<file path="src/rtl/sdram_port_arbiter_pkg.sv">
// Shared types and defaults for the SDRAM port arbiter.
// Slot states, download FIFO entry layout, download base address.
package sdram_port_arbiter_pkg;

  localparam int unsigned SLOT_LEN_DEF   = 8;
  localparam int unsigned FIFO_DEPTH_DEF = 4;
  localparam logic [24:0] DL_BASE_DEF    = 25'h0C000;

  typedef enum logic [1:0] {
    ST_IDLE,
    ST_DL_WR,
    ST_CPU_RD,
    ST_CPU_WR
  } arb_state_e;

  typedef struct packed {
    logic [13:0] addr;
    logic [7:0]  data;
  } dl_entry_t;

  function automatic logic [24:0] dl_sd_addr(
    input logic [24:0] base,
    input logic [13:0] off
  );
    return base + {11'd0, off};
  endfunction

endpackage

</file>
<file path="src/rtl/sdram_port_arbiter_dl_write_fifo.sv">
// Download write FIFO: {addr,data} entries, wrap-bit pointers.
// Ports: clk, reset_n, push, pop, din, dout, empty, full.
module dl_write_fifo
  import sdram_port_arbiter_pkg::*;
#(
  parameter int unsigned DEPTH = FIFO_DEPTH_DEF
) (
  input  logic      clk,
  input  logic      reset_n,
  input  logic      push,
  input  logic      pop,
  input  dl_entry_t din,
  output dl_entry_t dout,
  output logic      empty,
  output logic      full
);

  localparam int unsigned AW = $clog2(DEPTH);

  dl_entry_t    mem_q [DEPTH];
  logic [AW:0]  wr_q;
  logic [AW:0]  rd_q;

  assign empty = wr_q == rd_q;
  assign full  = (wr_q[AW] != rd_q[AW]) &&
                 (wr_q[AW-1:0] == rd_q[AW-1:0]);
  assign dout  = mem_q[rd_q[AW-1:0]];

  always_ff @(posedge clk or negedge reset_n) begin
    if (!reset_n) begin
      wr_q <= '0;
      rd_q <= '0;
    end else begin
      if (push) wr_q <= wr_q + (AW+1)'(1);
      if (pop)  rd_q <= rd_q + (AW+1)'(1);
    end
  end

  always_ff @(posedge clk) begin
    if (push) mem_q[wr_q[AW-1:0]] <= din;
  end

endmodule

</file>
<file path="src/rtl/sdram_port_arbiter.sv">
// Slot scheduler sharing one SDRAM port between download and CPU.
// In: clk, reset_n, dl_*, cpu_req/we/addr/din, sd_dout.
// Out: cpu_dout/ack/wait_n, sd_addr/din/we/oe, rom_loaded, fifo_ovf.
module sdram_port_arbiter
  import sdram_port_arbiter_pkg::*;
#(
  parameter int unsigned SLOT_LEN   = SLOT_LEN_DEF,
  parameter int unsigned FIFO_DEPTH = FIFO_DEPTH_DEF,
  parameter logic [24:0] DL_BASE    = DL_BASE_DEF
) (
  input  logic        clk,
  input  logic        reset_n,
  input  logic        dl_active,
  input  logic        dl_wr,
  input  logic [13:0] dl_addr,
  input  logic [7:0]  dl_data,
  input  logic        cpu_req,
  input  logic        cpu_we,
  input  logic [15:0] cpu_addr,
  input  logic [7:0]  cpu_din,
  output logic [7:0]  cpu_dout,
  output logic        cpu_ack,
  output logic        cpu_wait_n,
  output logic [24:0] sd_addr,
  output logic [7:0]  sd_din,
  output logic        sd_we,
  output logic        sd_oe,
  input  logic [7:0]  sd_dout,
  output logic        rom_loaded,
  output logic        fifo_ovf
);

  localparam int unsigned SW = $clog2(SLOT_LEN);
  localparam logic [SW-1:0] SLOT_LAST = SW'(SLOT_LEN - 1);

  arb_state_e    state_q, state_d;
  logic [SW-1:0] slot_q, slot_d;
  logic [24:0]   sd_addr_q, sd_addr_d;
  logic [7:0]    sd_din_q, sd_din_d;
  logic [7:0]    cpu_dout_q, cpu_dout_d;
  logic          cpu_ack_q, cpu_ack_d;
  logic          wait_n_q, wait_n_d;
  logic          armed_q, armed_d;
  logic          rl_q, rl_d;
  logic          ovf_q, ovf_d;
  logic          seen_q, seen_d;
  logic          dl_act_q;
  logic          slot_end, dl_go, cpu_go, cpu_busy, dl_rise;
  logic          fifo_push, fifo_pop, fifo_empty, fifo_full;
  dl_entry_t     fifo_din, fifo_dout;

  // Grants take effect on the edge into slot 0 so a state
  // covers a whole slot; the three grant terms are exclusive.
  assign slot_end  = slot_q == SLOT_LAST;
  assign slot_d    = slot_end ? '0 : slot_q + SW'(1);
  assign dl_go     = !fifo_empty;
  assign cpu_go    = fifo_empty && cpu_req && armed_q && !dl_active;
  assign cpu_busy  = (state_q == ST_CPU_RD) || (state_q == ST_CPU_WR);
  assign dl_rise   = dl_active && !dl_act_q;
  assign fifo_pop  = slot_end && dl_go;
  assign fifo_push = dl_wr && (!fifo_full || fifo_pop);
  assign fifo_din  = '{addr: dl_addr, data: dl_data};

  dl_write_fifo #(
    .DEPTH (FIFO_DEPTH)
  ) u_fifo (
    .clk     (clk),
    .reset_n (reset_n),
    .push    (fifo_push),
    .pop     (fifo_pop),
    .din     (fifo_din),
    .dout    (fifo_dout),
    .empty   (fifo_empty),
    .full    (fifo_full)
  );

  always_comb begin
    state_d   = state_q;
    sd_addr_d = sd_addr_q;
    sd_din_d  = sd_din_q;
    if (slot_end) begin
      unique case (1'b1)
        dl_go: begin
          state_d   = ST_DL_WR;
          sd_addr_d = dl_sd_addr(DL_BASE, fifo_dout.addr);
          sd_din_d  = fifo_dout.data;
        end
        cpu_go: begin
          state_d   = cpu_we ? ST_CPU_WR : ST_CPU_RD;
          sd_addr_d = {9'd0, cpu_addr};
          if (cpu_we) sd_din_d = cpu_din;
        end
        default: state_d = ST_IDLE;
      endcase
    end
  end

  always_comb begin
    cpu_ack_d  = slot_end && cpu_busy;
    cpu_dout_d = cpu_dout_q;
    if (slot_end && state_q == ST_CPU_RD) cpu_dout_d = sd_dout;
    // A request held past its ack stays disarmed: no reissue.
    armed_d  = !cpu_req || (armed_q && !(slot_end && cpu_go));
    wait_n_d = wait_n_q;
    if (cpu_ack_d || !cpu_req) wait_n_d = 1'b1;
    else if (armed_q)          wait_n_d = 1'b0;
    rl_d   = rl_q;
    ovf_d  = ovf_q;
    seen_d = seen_q;
    if (dl_rise) begin
      rl_d   = 1'b0;
      ovf_d  = 1'b0;
      seen_d = 1'b1;
    end else if (!dl_active && seen_q && fifo_empty &&
                 state_q != ST_DL_WR) begin
      rl_d = 1'b1;
    end
    if (dl_wr && fifo_full && !fifo_pop) ovf_d = 1'b1;
  end

  always_ff @(posedge clk or negedge reset_n) begin
    if (!reset_n) begin
      state_q    <= ST_IDLE;
      slot_q     <= '0;
      sd_addr_q  <= '0;
      sd_din_q   <= '0;
      cpu_dout_q <= '0;
      cpu_ack_q  <= 1'b0;
      wait_n_q   <= 1'b1;
      armed_q    <= 1'b0;
      rl_q       <= 1'b0;
      ovf_q      <= 1'b0;
      seen_q     <= 1'b0;
      dl_act_q   <= 1'b0;
    end else begin
      state_q    <= state_d;
      slot_q     <= slot_d;
      sd_addr_q  <= sd_addr_d;
      sd_din_q   <= sd_din_d;
      cpu_dout_q <= cpu_dout_d;
      cpu_ack_q  <= cpu_ack_d;
      wait_n_q   <= wait_n_d;
      armed_q    <= armed_d;
      rl_q       <= rl_d;
      ovf_q      <= ovf_d;
      seen_q     <= seen_d;
      dl_act_q   <= dl_active;
    end
  end

  assign sd_we      = (state_q == ST_DL_WR) || (state_q == ST_CPU_WR);
  assign sd_oe      = state_q == ST_CPU_RD;
  assign sd_addr    = sd_addr_q;
  assign sd_din     = sd_din_q;
  assign cpu_dout   = cpu_dout_q;
  assign cpu_ack    = cpu_ack_q;
  assign cpu_wait_n = wait_n_q;
  assign rom_loaded = rl_q;
  assign fifo_ovf   = ovf_q;

endmodule

</file>
<file path="config.mk">
export PLATFORM = sky130hd
export DESIGN_NAME = sdram_port_arbiter
export DESIGN_NICKNAME = d
export VERILOG_FILES = /design/src/rtl/sdram_port_arbiter_pkg.sv /design/src/rtl/sdram_port_arbiter_dl_write_fifo.sv /design/src/rtl/sdram_port_arbiter.sv
export SDC_FILE = /design/constraint.sdc
export NUM_CORES = 1
export LEC_CHECK = 0
export CAP_MARGIN = 20
export CORE_MARGIN = 2
export CORE_UTILIZATION = 52
export DETAILED_ROUTE_END_ITERATION = 10
export GPL_ROUTABILITY_DRIVEN = 1
export HOLD_SLACK_MARGIN = 0.08
export PLACE_DENSITY = 0.85
export RECOVER_POWER = 100
export SLEW_MARGIN = 20
export SYNTH_ARGS = -nofsm -noshare
export SYNTH_HDL_FRONTEND = slang
export SYNTH_SLANG_ARGS = --single-unit
</file>
<file path="constraint.sdc">
create_clock -name clk -period 2.9 [get_ports clk]
set_clock_uncertainty 0.05 [all_clocks]
set_input_delay 0.29 -clock clk [delete_from_list [all_inputs] [get_ports clk]]
set_output_delay 0.29 -clock clk [all_outputs]
set_load 0.01 [all_outputs]
</file>
==> Word-level counts from Yosys, hierarchy flattened <==
Memory sizes are Yosys's and may differ from the RTL's.
Cells that the tools add are included.
{ "totals": {"register_bits": 59, "ramBits": 88, "in_bits": 60, "output_inout_bits": 47, "wordCells": 76, "mem_count": 1} }
{ "classes": {"add_sub_neg": 4, "eq_ne": 9, "muxes": 14, "reduce_logical": 34} }
{ "memory_table": {"columns": ["memory", "depth", "word_bits", "read_ports", "rd_ports_with_merged_regs", "write_ports", "line", "source"], "rows": [
  ["u_fifo.mem_q", 4, 22, 1, 0, 1, "sdram_port_arbiter_dl_write_fifo.sv:20", "dl_entry_t mem_q [DEPTH];"]
]} }
{ "ops": {"columns": ["cell", "count"], "rows": [
  ["$pmux W25 S2", 1],
  ["$add A16 B14 Y17 const A", 1],
  ["$logic_and A1 B1 Y1", 16],
  ["$pmux W8 S2", 1],
  ["$add A3 B1 Y3 const B", 3],
  ["$mux W1", 9],
  ["$mux W8", 1],
  ["$reduce_bool A2 Y1", 4],
  ["$logic_not A1 Y1", 7],
  ["$logic_or A1 B1 Y1", 5],
  ["$eq A2 B2 Y1 const B", 2],
  ["$pmux W2 S2", 1],
  ["$eq A3 B3 Y1", 1],
  ["$eq A3 B3 Y1 const B", 1],
  ["$mux W3", 1],
  ["$reduce_and A3 Y1", 1],
  ["$eq A2 B1 Y1 const B", 1],
  ["$eq A2 B2 Y1", 1],
  ["$ne A2 B1 Y1 const B", 1],
  ["$ne A2 B2 Y1 const B", 1],
  ["$reduce_and A2 Y1", 1],
  ["$ne A1 B1 Y1", 1]
]} }

==> Depth between registers and ports, before layout <==
Gate-level depths: netlist of the first run.
{ "depth": {"depth_word": 8, "mapped_depth": 7, "mapped_depth_nobuf": 6} }

==> By module <==
From an unflattened synthesis of the first run, not the netlist that was laid out.
{ "hier_totals": {"cells_unflattened": 293, "hier_area_um2": 5795.6} }
{ "modules_own_cells": {"columns": ["mod", "n_inst", "cells_per_inst", "area_each_um2", "seq_area_each_um2"], "rows": [
  ["dl_write_fifo", 1, 146, 3565.9, 2792.7],
  ["sdram_port_arbiter", 1, 147, 2229.6, 1102.3]
]} }

==> Least setup slack after synthesis of the first run <==
No wires, ideal clock.
{ "synth_timing": {"path_kind": "register to register", "startpoint": "register u_fifo.rd_q[0]", "endpoint": "memory u_fifo.mem_q[3][0] (netlist name) (enable)", "setup_time_ns": 0.403, "t_arrival_ns": 1.965, "required_time_ns": 2.447, "slack_ns": 0.482, "path_stages_with_launch": 5, "path_buffers": 1, "synth_period_minus_slack_ns": 2.418, "cell_sequence": "dfrtp_1 buf_4 xor2_1 o41ai_4 nor2_1"} }
{ "synth_between": {"elab_chain_len": 7, "word_cells_on_any_way": 10, "classes_between": "2 x eq/ne; 2 x mux; 6 x reduce/logical"} }
{ "synth_lines": {"columns": ["item", "line", "source"], "rows": [
  ["start: declaration", "sdram_port_arbiter_dl_write_fifo.sv:22", "logic [AW:0] rd_q;"],
  ["start signal: assignment", "sdram_port_arbiter_dl_write_fifo.sv:35", "if (pop) rd_q <= rd_q + (AW+1)'(1);"],
  ["$eq A3 B3 Y1 or $eq A2 B2 Y1 (tied branches)", "sdram_port_arbiter_dl_write_fifo.sv:24, sdram_port_arbiter_dl_write_fifo.sv:26", null],
  ["$logic_not A1 Y1 or $logic_and A1 B1 Y1 (tied branches)", "sdram_port_arbiter.sv:56, sdram_port_arbiter_dl_write_fifo.sv:25", null],
  ["$logic_and A1 B1 Y1 or $logic_not A1 Y1 (tied branches)", "sdram_port_arbiter.sv:60, sdram_port_arbiter.sv:61", null],
  ["$logic_or A1 B1 Y1 *", "sdram_port_arbiter.sv:61", "assign fifo_push = dl_wr && (!fifo_full || fifo_pop);"],
  ["$logic_and A1 B1 Y1 *", "sdram_port_arbiter.sv:61", null],
  ["$mux W1 *", "sdram_port_arbiter_dl_write_fifo.sv:40", "if (push) mem_q[wr_q[AW-1:0]] <= din;"],
  ["$mux W1 (not written as such) *", "sdram_port_arbiter_dl_write_fifo.sv:40", null],
  ["end: declaration", "sdram_port_arbiter_dl_write_fifo.sv:20", null]
]} }
Every way passes the cells marked *; elsewhere a longest branch is shown, timed or not.

==> Final worst setup path of the first run <==
{ "layout_timing": {"startpoint": "register u_fifo.wr_q[0]", "endpoint": "memory u_fifo.mem_q[3][15] (netlist name) (enable)"} }
{ "layout_between": {"elab_chain_len": 7, "word_cells_on_any_way": 10, "classes_between": "2 x eq/ne; 2 x mux; 6 x reduce/logical"} }
{ "layout_lines": {"columns": ["item", "line", "source"], "rows": [
  ["start: declaration", "sdram_port_arbiter_dl_write_fifo.sv:21", "logic [AW:0] wr_q;"],
  ["start signal: assignment", "sdram_port_arbiter_dl_write_fifo.sv:34", "if (push) wr_q <= wr_q + (AW+1)'(1);"],
  ["$eq A3 B3 Y1 or $eq A2 B2 Y1 (tied branches)", "sdram_port_arbiter_dl_write_fifo.sv:24, sdram_port_arbiter_dl_write_fifo.sv:26", null],
  ["$logic_not A1 Y1 or $logic_and A1 B1 Y1 (tied branches)", "sdram_port_arbiter.sv:56, sdram_port_arbiter_dl_write_fifo.sv:25", null],
  ["$logic_and A1 B1 Y1 or $logic_not A1 Y1 (tied branches)", "sdram_port_arbiter.sv:60, sdram_port_arbiter.sv:61", null],
  ["$logic_or A1 B1 Y1", "sdram_port_arbiter.sv:61", null],
  ["$logic_and A1 B1 Y1", "sdram_port_arbiter.sv:61", null],
  ["$mux W1", "sdram_port_arbiter_dl_write_fifo.sv:40", null],
  ["$mux W1 (not written as such)", "sdram_port_arbiter_dl_write_fifo.sv:40", null]
]} }
Several ways; a longest one is shown, not always the timed one.

==> results.tsv, run 1 <==
stage	metric	value	unit
clock_tree	cts_setup_buffers	0	
worst_setup_path	r2r_slack	0.35	ns
worst_setup_path	start_kind	flop	
status	status	finished clean	
timing	rsz0062_at_grt	false	
placed_design	io_buffer_count	97	
finish	drive_gt1_share	19.1	%
route	num_vias	3195	
finish	fill_cells	649	
timing	fmax	0.392	GHz
global_route	grt_overflow	0	
route	drt-initial-drc-count	208	
clock_tree	clock-sinks	138	
clock_tree	clock_path_buffers	2	
power_and_ir_drop	leakage	2.61	nW
logic_synthesis	synth_commonest_cells	88 x edfxtp_1, 49 x dfrtp_1, 22 x mux4_2, 22 x o22ai_1, 15 x nor2_1	
worst_setup_path	required	3.00	ns
timing	hold_viol_final	0	
logic_synthesis	yosysWarningCount	0	
global_route	grt_pass1_wl	18000	um
finish	areaGrowthSynthToFinish	28.7	%
floorplan	ios	107	
global_route	grt_pass1_vias	3416	
logic_synthesis	synth-edff-count	88	
clock_tree	clkSlewWorstSetupHoldPaths	0.06	ns
floorplan	core-area	0.0103	mm2
clock_tree	cts_tree	yes	
logic_synthesis	synth_top_area_share	47.8	%
route	vias_per_cell	5.63	
placed_design	hpwlAfterDp	7300	um
clock_tree	clock_latency	0.51	ns
logic_synthesis	synth-main-ff-cell	edfxtp_1	
worst_setup_path	worstSetupStartpoint	u_fifo.wr_q[0]	
clock_tree	cts_root_buf	clkbuf_8	
timing	slew-limit-headroom	14.3	%
placed_design	gp_congestion	0.746	
timing	post-route-period-util	88.0	%
logic_synthesis	synth-seq-cells	138	
logic_synthesis	syn_area	0.00553	mm2
logic_synthesis	synthCells	308	
logic_synthesis	syn_area_per_cell	17.9	um2
route	wl_per_cell	20.6	um
power_and_ir_drop	peakVddDrop	0.576	mV
route	route.final.wire_length	11700	um
timing	final_max_slew_viol_count	0	
worst_setup_path	arrival	2.65	ns
placed_design	placed_cells	533	
timing	setup_violations	0	
finish	fin_nets	484	
clock_tree	cts_buffers	17	
worst_setup_path	reg2reg_to	u_fifo.mem_q[3][15]	
route	drc	0	
finish	regArea	0.00390	mm2
worst_setup_path	path_max_fanout	16	
global_route	grt_usage	21.5	%
global_route	grt_max_degree	43	
global_route	antenna_found_initial	1	
route	wl_met1	4530	um
logic_synthesis	synthArstFlopShare	36.2	%
floorplan	dieArea	0.0115	mm2
floorplan	die_y	107	um
logic_synthesis	ys_types	42	
clock_tree	cts_max_level	4	
floorplan	die_w	107	um
route	dr.pass1.iters	5	
route	ant_nets	0	
route	wl_met2	6250	um
logic_synthesis	ys_top_cells_by_area	edfxtp_1 48%, dfrtp_1 22%, mux4_2 9.0%	
floorplan	initial_core_util	53.5	%
route	met3_length	687	um
worst_setup_path	reg2reg_from	u_fifo.wr_q[0]	
finish	multi_input_area	0.00146	mm2
worst_setup_path	worstSetupEndpoint	u_fifo.mem_q[3][15]	
worst_setup_path	end_kind	flop	
logic_synthesis	ys_seq_area_share	70.5	%
timing	tightestPinTransition	1.28	ns
timing	min_period	2.55	ns
power_and_ir_drop	p_per_area	999	mW/mm2
route	highest_layer	met4	
timing	setup_tns	0	ns
job	drv_cap	0	
min_path	hp-class	input pin to flop	
logic_synthesis	yosys.area.top_type	edfxtp_1	
logic_synthesis	synth.most_common_cell	edfxtp_1	
worst_setup_path	reg2reg_depth	4	
worst_setup_path	crit_type	flop to flop	
finish	final-instance-count-excl-fill	567	
floorplan	rows	37	
placed cells by master, fill, tap and decap left out, types with 8 or more instances in the layout:
cell type        count
a2bb2oi_1           10
clkdlybuf4s50_1     35
conb_1               9
a21oi_1              8
dlygate4sd3_1       62
inv_1                9
edfxtp_1            88
mux4_2              22
clkbuf_16           16
nor2_1              13
dfrtp_1             48
mux2_2              10
o22ai_1             22
clkbuf_1             8
cells by family (layout without fill, tap and decap cells):
group,after synthesis,count (layout),share of synthesized area (%)
simple gates,32,32,3.10
buf+inv,33,147,3.80
compound gates,56,56,8.15
other cells,1,10,0.0678
flops,138,138,70.5
xor+xnor,9,9,1.83
mux,32,32,11.0
fa+ha+maj,7,7,1.58
registers in the layout, indices dropped and copies added (netlist names), 2 cells and up:
| name | cells |
|---|---|
| sd_addr | 16 |
| u_fifo.wr_q | 3 |
| u_fifo.rd_q | 3 |
| u_fifo.mem_q | 88 |
| cpu_dout | 8 |
| slot_q | 3 |
| sd_din | 8 |
| state_q | 2 |
metal layers:
| layer | vias up | GRT usage [%] |
|---|---|---|
| met2 | 141 | 36.7 |
| li1 | 1419 | - |
| met4 | 0 | 10.4 |
| met3 | 17 | 5.47 |
| met1 | 1618 | 25.4 |
| met5 | - | 0 |
worst min-delay path by stage:
stage | from | endpoint | slack, ns | cells past startpoint
global route | sd_dout[0] | cpu_dout[0] | 0.32 | 2
CTS | cpu_req | armed_q | 0.28 | 2
detailed placement | slot_q[0] | slot_q[0] | 0.37 | 1
finish | cpu_req | armed_q | 0.31 | 2
floorplan | reset_n | armed_q | -0.06 | 0
global placement | slot_q[0] | slot_q[0] | 0.37 | 1
worst max-delay path, cell delays in order, from the launching register on:
cell      delay (ns)
dfrtp_1         0.51
xor2_1          0.31
o41ai_4         0.17
nor2_1          0.57
clkbuf_2        0.55
timing repair:
item,in CTS,in global routing
hold endpoints to repair,40,0
gates resized for setup,0,0
hold buffers,1,0
power breakdown:
part | leakage (nW) | switching, W | internal, W
clock network | 0.260 | 0.000722 | 0.00116
registers | 1.38 | 0.000258 | 0.00267
logic | 0.972 | 0.00120 | 0.00110
per-stage QoR:
step                      setup WS (ns)  power [W]  util [%]  hold slack (ns)  cell area (um2)
after floorplan                   0.482    0.00447         -          -0.0556             5560
after global placement            0.444    0.00521      63.8            0.365             6590
after detailed placement          0.532    0.00535      63.9            0.373             6600
after CTS                         0.464    0.00728      69.1            0.280             7130
after global routing              0.218    0.00743      68.9            0.325             7110
final                             0.349    0.00711      68.9            0.313             7110
final cells by class:
class	count	share of cell area, %
clock inverters	3	0.211
clock buffers	29	7.16
multi-input cells	145	20.5
well taps	136	2.39
inverters	9	0.475
flip-flops and latches	138	54.8
diodes	1	0.0352
repair buffers	106	14.4
No activity file was read; power rests on OpenSTA's default activity.
==> inputs of run 2 (changes only) <==
--- a/config.mk
+++ b/config.mk
@@ -11,6 +11,7 @@
 export DETAILED_ROUTE_END_ITERATION = 10
 export GPL_ROUTABILITY_DRIVEN = 1
 export HOLD_SLACK_MARGIN = 0.08
+export MAX_ROUTING_LAYER = met4
 export PLACE_DENSITY = 0.85
 export RECOVER_POWER = 100
 export SLEW_MARGIN = 20
==> results.tsv, run 2 (same netlist as run 1, synthesis figures left out) <==
stage	metric	value	unit
global_route	grt_pass1_vias	3405	
route	drc	0	
worst_setup_path	start_kind	flop	
clock_tree	ctsHoldBuffers	1	
floorplan	rows	37	
timing	tightestPinTransition	1.31	ns
timing	setup_violations	0	
timing	rsz0062_at_grt	false	
floorplan	die_y	107	um
clock_tree	ctsResizeCount	0	
route	dr.pass1.iters	4	
clock_tree	cts_max_level	4	
timing	fmax	0.393	GHz
timing	min_period	2.55	ns
route	vias_per_cell	5.67	
finish	largest_reg_flops	88	
finish	final_cell_mix	88 x edfxtp_1, 62 x dlygate4sd3_1, 48 x dfrtp_1	
global_route	grt_max_degree	43	
finish	layout_commonest_cell	edfxtp_1	
clock_tree	cts_tree	yes	
placed_design	gp_congestion	0.755	
power_and_ir_drop	leakage	2.61	nW
worst_setup_path	arrival	2.65	ns
floorplan	initial_core_util	53.5	%
worst_setup_path	end_kind	flop	
global_route	grt_usage	22.2	%
floorplan	core-area	0.0103	mm2
min_path	holdPathStages	2	
finish	areaGrowthSynthToFinish	28.7	%
finish	final-instance-count-excl-fill	567	
route	drt-initial-drc-count	259	
clock_tree	clock-sinks	138	
clock_tree	cts_setup_buffers	0	
status	status	finished clean	
clock_tree	clock_path_buffers	2	
clock_tree	cts_root_buf	clkbuf_8	
worst_setup_path	required	3.00	ns
placed_design	placed_cells	533	
power_and_ir_drop	total_power	0.00711	W
placed_design	hpwlAfterDp	7300	um
floorplan	ios	107	
worst_setup_path	path_max_fanout	16	
worst_setup_path	path_cells	xor2_1 > o41ai_4 > nor2_1 > clkbuf_2	
timing	setup_tns	0	ns
power_and_ir_drop	p_per_area	1000	mW/mm2
clock_tree	clkSlewWorstSetupHoldPaths	0.06	ns
finish	fin_nets	484	
worst_setup_path	reg2reg_depth	4	
floorplan	die_w	107	um
timing	final_max_slew_viol_count	0	
placed_design	io_buffer_count	97	
timing	whs	0.312	ns
clock_tree	cts_buffers	17	
route	ant_nets	0	
floorplan	dieArea	0.0115	mm2
global_route	antenna_found_initial	1	
route	wl_per_cell	20.6	um
timing	slew-limit-headroom	12.7	%
worst_setup_path	crit_path_max_incr_delay	0.58	ns
job	drv_cap	0	
worst_setup_path	cpMaxStageDelayCell	nor2_1	
finish	drive_gt1_share	19.1	%
timing	hold_viol_final	0	
min_path	hp-class	input pin to flop	
worst_setup_path	crit_type	flop to flop	
clock_tree	clock_latency	0.51	ns
route	route.final.wire_length	11700	um
global_route	grt_overflow	0	
timing	post-route-period-util	87.8	%
route	num_vias	3215	
power_and_ir_drop	peakVddDrop	0.578	mV
global_route	grt_pass1_wl	18000	um
==> run 2: final cells by class <==
cell class,count,area (um2)
diodes,1,2.50
clock buffers,29,509
clock inverters,3,15.0
fillers,649,3210
inverters,9,33.8
multi-input cells,145,1460
flip-flops and latches,138,3900
well taps,136,170
repair buffers,106,1030
==> run 2: layer usage <==
metal	global-route usage, %	wire length (um)	part of all wire (%)
met2	36.7	6110	52
met3	6.08	709	6.1
met5	-	0	0
met1	25.5	4590	39
met4	9.83	288	2.5
==> run 2: power by group <==
| group | switching [W] | leakage, nW | internal [W] | total [W] |
|---|---|---|---|---|
| combinational | 0.00120 | 0.972 | 0.00110 | 0.00230 |
| sequential | 0.000259 | 1.38 | 0.00267 | 0.00293 |
| clock | 0.000726 | 0.260 | 0.00116 | 0.00189 |
==> run 2: stage by stage <==
| stage | instance area [um2] | setup slack [ns] | utilization [%] |
|---|---|---|---|
| after floorplan | 5560 | 0.482 | - |
| after global placement | 6590 | 0.444 | 63.8 |
| after detailed placement | 6600 | 0.532 | 63.9 |
| after CTS | 7130 | 0.464 | 69.1 |
| after global routing | 7110 | 0.218 | 68.9 |
| final | 7110 | 0.355 | 68.9 |
==> run 2: path summary, 6_finish.rpt <==
check / slack, ns / end / start
max: 0.35 / u_fifo.mem_q[3][1] / u_fifo.wr_q[0]
min: 0.31 / armed_q / cpu_req
max reg2reg: 0.35 / u_fifo.mem_q[3][1] / u_fifo.wr_q[0]
min reg2reg: 0.38 / slot_q[0] / slot_q[0]
max in group asynchronous: 1.39 / u_fifo.rd_q[0] / reset_n
min in group asynchronous: 0.42 / sd_din[6] / reset_n
==> run 2: critical path: cells and delay by family, from the launching register on <==
| kind | cells | cell delay (ns) |
|---|---|---|
| compound gates | 1 | 0.17 |
| simple gates | 1 | 0.58 |
| xor+xnor | 1 | 0.31 |
| buf+inv | 1 | 0.54 |
| flops | 1 | 0.52 |
==> inputs of run 3 (changes only) <==
--- a/config.mk
+++ b/config.mk
@@ -7,14 +7,15 @@
 export LEC_CHECK = 0
 export CAP_MARGIN = 20
 export CORE_MARGIN = 2
-export CORE_UTILIZATION = 52
+export CORE_UTILIZATION = 55
+export CTS_CLUSTER_SIZE = 24
 export DETAILED_ROUTE_END_ITERATION = 10
+export DONT_BUFFER_PORTS = 1
 export GPL_ROUTABILITY_DRIVEN = 1
 export HOLD_SLACK_MARGIN = 0.08
 export MAX_ROUTING_LAYER = met4
-export PLACE_DENSITY = 0.85
+export PLACE_DENSITY = 0.75
 export RECOVER_POWER = 100
-export SLEW_MARGIN = 20
 export SYNTH_ARGS = -nofsm -noshare
 export SYNTH_HDL_FRONTEND = slang
 export SYNTH_SLANG_ARGS = --single-unit
==> results.tsv, run 3 (same netlist as run 1, synthesis figures left out) <==
stage	metric	value	unit
min_path	hp-start	cpu_req	
global_route	grt_pass1_wl	17800	um
route	num_vias	3012	
clock_tree	ctsResizeCount	0	
power_and_ir_drop	total_power	0.00708	W
timing	tightestPinTransition	1.31	ns
worst_setup_path	end_kind	flop	
worst_setup_path	r2r_slack	0.44	ns
floorplan	core-area	0.00977	mm2
global_route	grt_usage	22.8	%
timing	hold_viol_final	0	
worst_setup_path	crit_type	flop to flop	
floorplan	rows	36	
floorplan	die_w	104	um
finish	fill_cells	623	
power_and_ir_drop	leakage	2.49	nW
clock_tree	cts_max_level	4	
power_and_ir_drop	peakVddDrop	0.646	mV
min_path	holdPathStages	3	
worst_setup_path	arrival	2.59	ns
finish	fin_nets	446	
worst_setup_path	reg2reg_from	slot_q[0]	
clock_tree	cts_root_buf	clkbuf_8	
power_and_ir_drop	p_per_area	1040	mW/mm2
timing	fmax	0.407	GHz
clock_tree	ctsHoldBuffers	59	
timing	setup_violations	0	
route	dr.pass1.iters	5	
floorplan	die_y	104	um
route	drt-initial-drc-count	246	
placed_design	io_buffer_count	0	
clock_tree	clock_path_buffers	2	
finish	drive_gt1_share	21.9	%
finish	final_cell_mix	88 x edfxtp_1, 58 x dlygate4sd3_1, 48 x dfrtp_1	
job	drv_cap	0	
finish	largest_reg_flops	88	
clock_tree	cts_buffers	17	
worst_setup_path	path_max_fanout	16	
timing	min_period	2.46	ns
finish	layout_commonest_cell	edfxtp_1	
global_route	grt_max_degree	51	
timing	slew-limit-headroom	12.6	%
finish	regArea	0.00390	mm2
clock_tree	clock_latency	0.53	ns
floorplan	dieArea	0.0109	mm2
floorplan	ios	107	
timing	final_max_slew_viol_count	0	
timing	post-route-period-util	84.7	%
global_route	antenna_found_initial	0	
route	ant_nets	0	
route	route.final.wire_length	11100	um
finish	insertedDiodeCount	0	
placed_design	hpwlAfterDp	6520	um
status	status	finished clean	
clock_tree	clkSlewWorstSetupHoldPaths	0.06	ns
route	wl_per_cell	21.2	um
global_route	grt_overflow	0	
finish	areaGrowthSynthToFinish	23.3	%
min_path	hp-class	input pin to flop	
global_route	grt_pass1_vias	3152	
worst_setup_path	reg2reg_depth	5	
min_path	holdPathEnd	state_q[1]	
worst_setup_path	reg2reg_to	u_fifo.mem_q[0][19]	
route	vias_per_cell	5.74	
clock_tree	cts_tree	yes	
timing	setup_tns	0	ns
route	drc	0	
floorplan	initial_core_util	56.6	%
placed_design	gp_congestion	0.754	
finish	multi_input_area	0.00144	mm2
timing	rsz0062_at_grt	false	
worst_setup_path	required	3.03	ns
worst_setup_path	start_kind	flop	
clock_tree	clock-sinks	138	
clock_tree	cts_setup_buffers	0	
==> run 3: changes by cell type in the layout (fill, tap and decap cells not counted), moves of 3 or more <==
| cell | before | now |
|---|---|---|
| clkbuf_8 | 6 | 1 |
| inv_6 | 0 | 5 |
| bufinv_16 | 0 | 3 |
| clkdlybuf4s50_1 | 35 | 0 |
| clkbuf_1 | 8 | 0 |
| clkinvlp_4 | 0 | 4 |
| dlygate4sd3_1 | 62 | 58 |
==> run 3: worst max path at each step <==
stage / depth (start not counted) / from / to
after detailed placement: 5 / slot_q[0] / u_fifo.mem_q[1][0]
after floorplan: 4 / u_fifo.rd_q[0] / u_fifo.mem_q[3][0]
after CTS: 5 / slot_q[0] / u_fifo.mem_q[1][12]
final: 5 / slot_q[0] / u_fifo.mem_q[0][19]
after global placement: 3 / u_fifo.wr_q[0] / u_fifo.mem_q[2][2]
after global routing: 4 / u_fifo.wr_q[1] / u_fifo.mem_q[0][8]
==> run 3: through the flow <==
step	cells	worst slack (ns)	hold slack, ns	cell area, um2	utilization, %
2_1_floorplan	316	0.482	-0.0556	5560	-
3_3_place_gp	433	0.513	-0.0542	5630	57.6
3_5_place_dp	434	0.632	-0.0543	5660	57.9
4_1_cts	525	0.620	0.154	6870	70.3
5_1_grt	525	0.261	0.194	6810	69.7
6_report	525	0.443	0.197	6810	69.7
==> run 3: routing by layer <==
metal  GRT usage (%)  vias to the layer above  part of all wire, %
met2            35.9                      137                   52
li1                -                     1330                    -
met1            28.5                     1532                   40
met5               -                        -                    0
met4            6.95                        0                 0.96
met3            7.58                       13                  7.3
==> run 3: power by group <==
group | leakage, nW | switching (W) | internal (W)
combinational | 0.832 | 0.00101 | 0.000889
clock | 0.282 | 0.000839 | 0.00132
sequential | 1.38 | 0.000358 | 0.00266
==> run 3: cell type report <==
cell class / instances / share of cell area, %
multi-input combinational: 145 / 21.1
sequential: 138 / 57.2
inverter: 9 / 0.496
tap: 133 / 2.44
clock inverter: 15 / 2.74
timing repair buffer: 68 / 9.99
clock buffer: 17 / 6.08
==> run 3: worst max-delay path, stage by stage (launching register included) <==
cell and delay [ns]:
dfrtp_1 0.38, ha_1 0.20, ha_1 0.23, o41ai_4 0.55, nor2_1 0.27, clkbuf_2 0.41
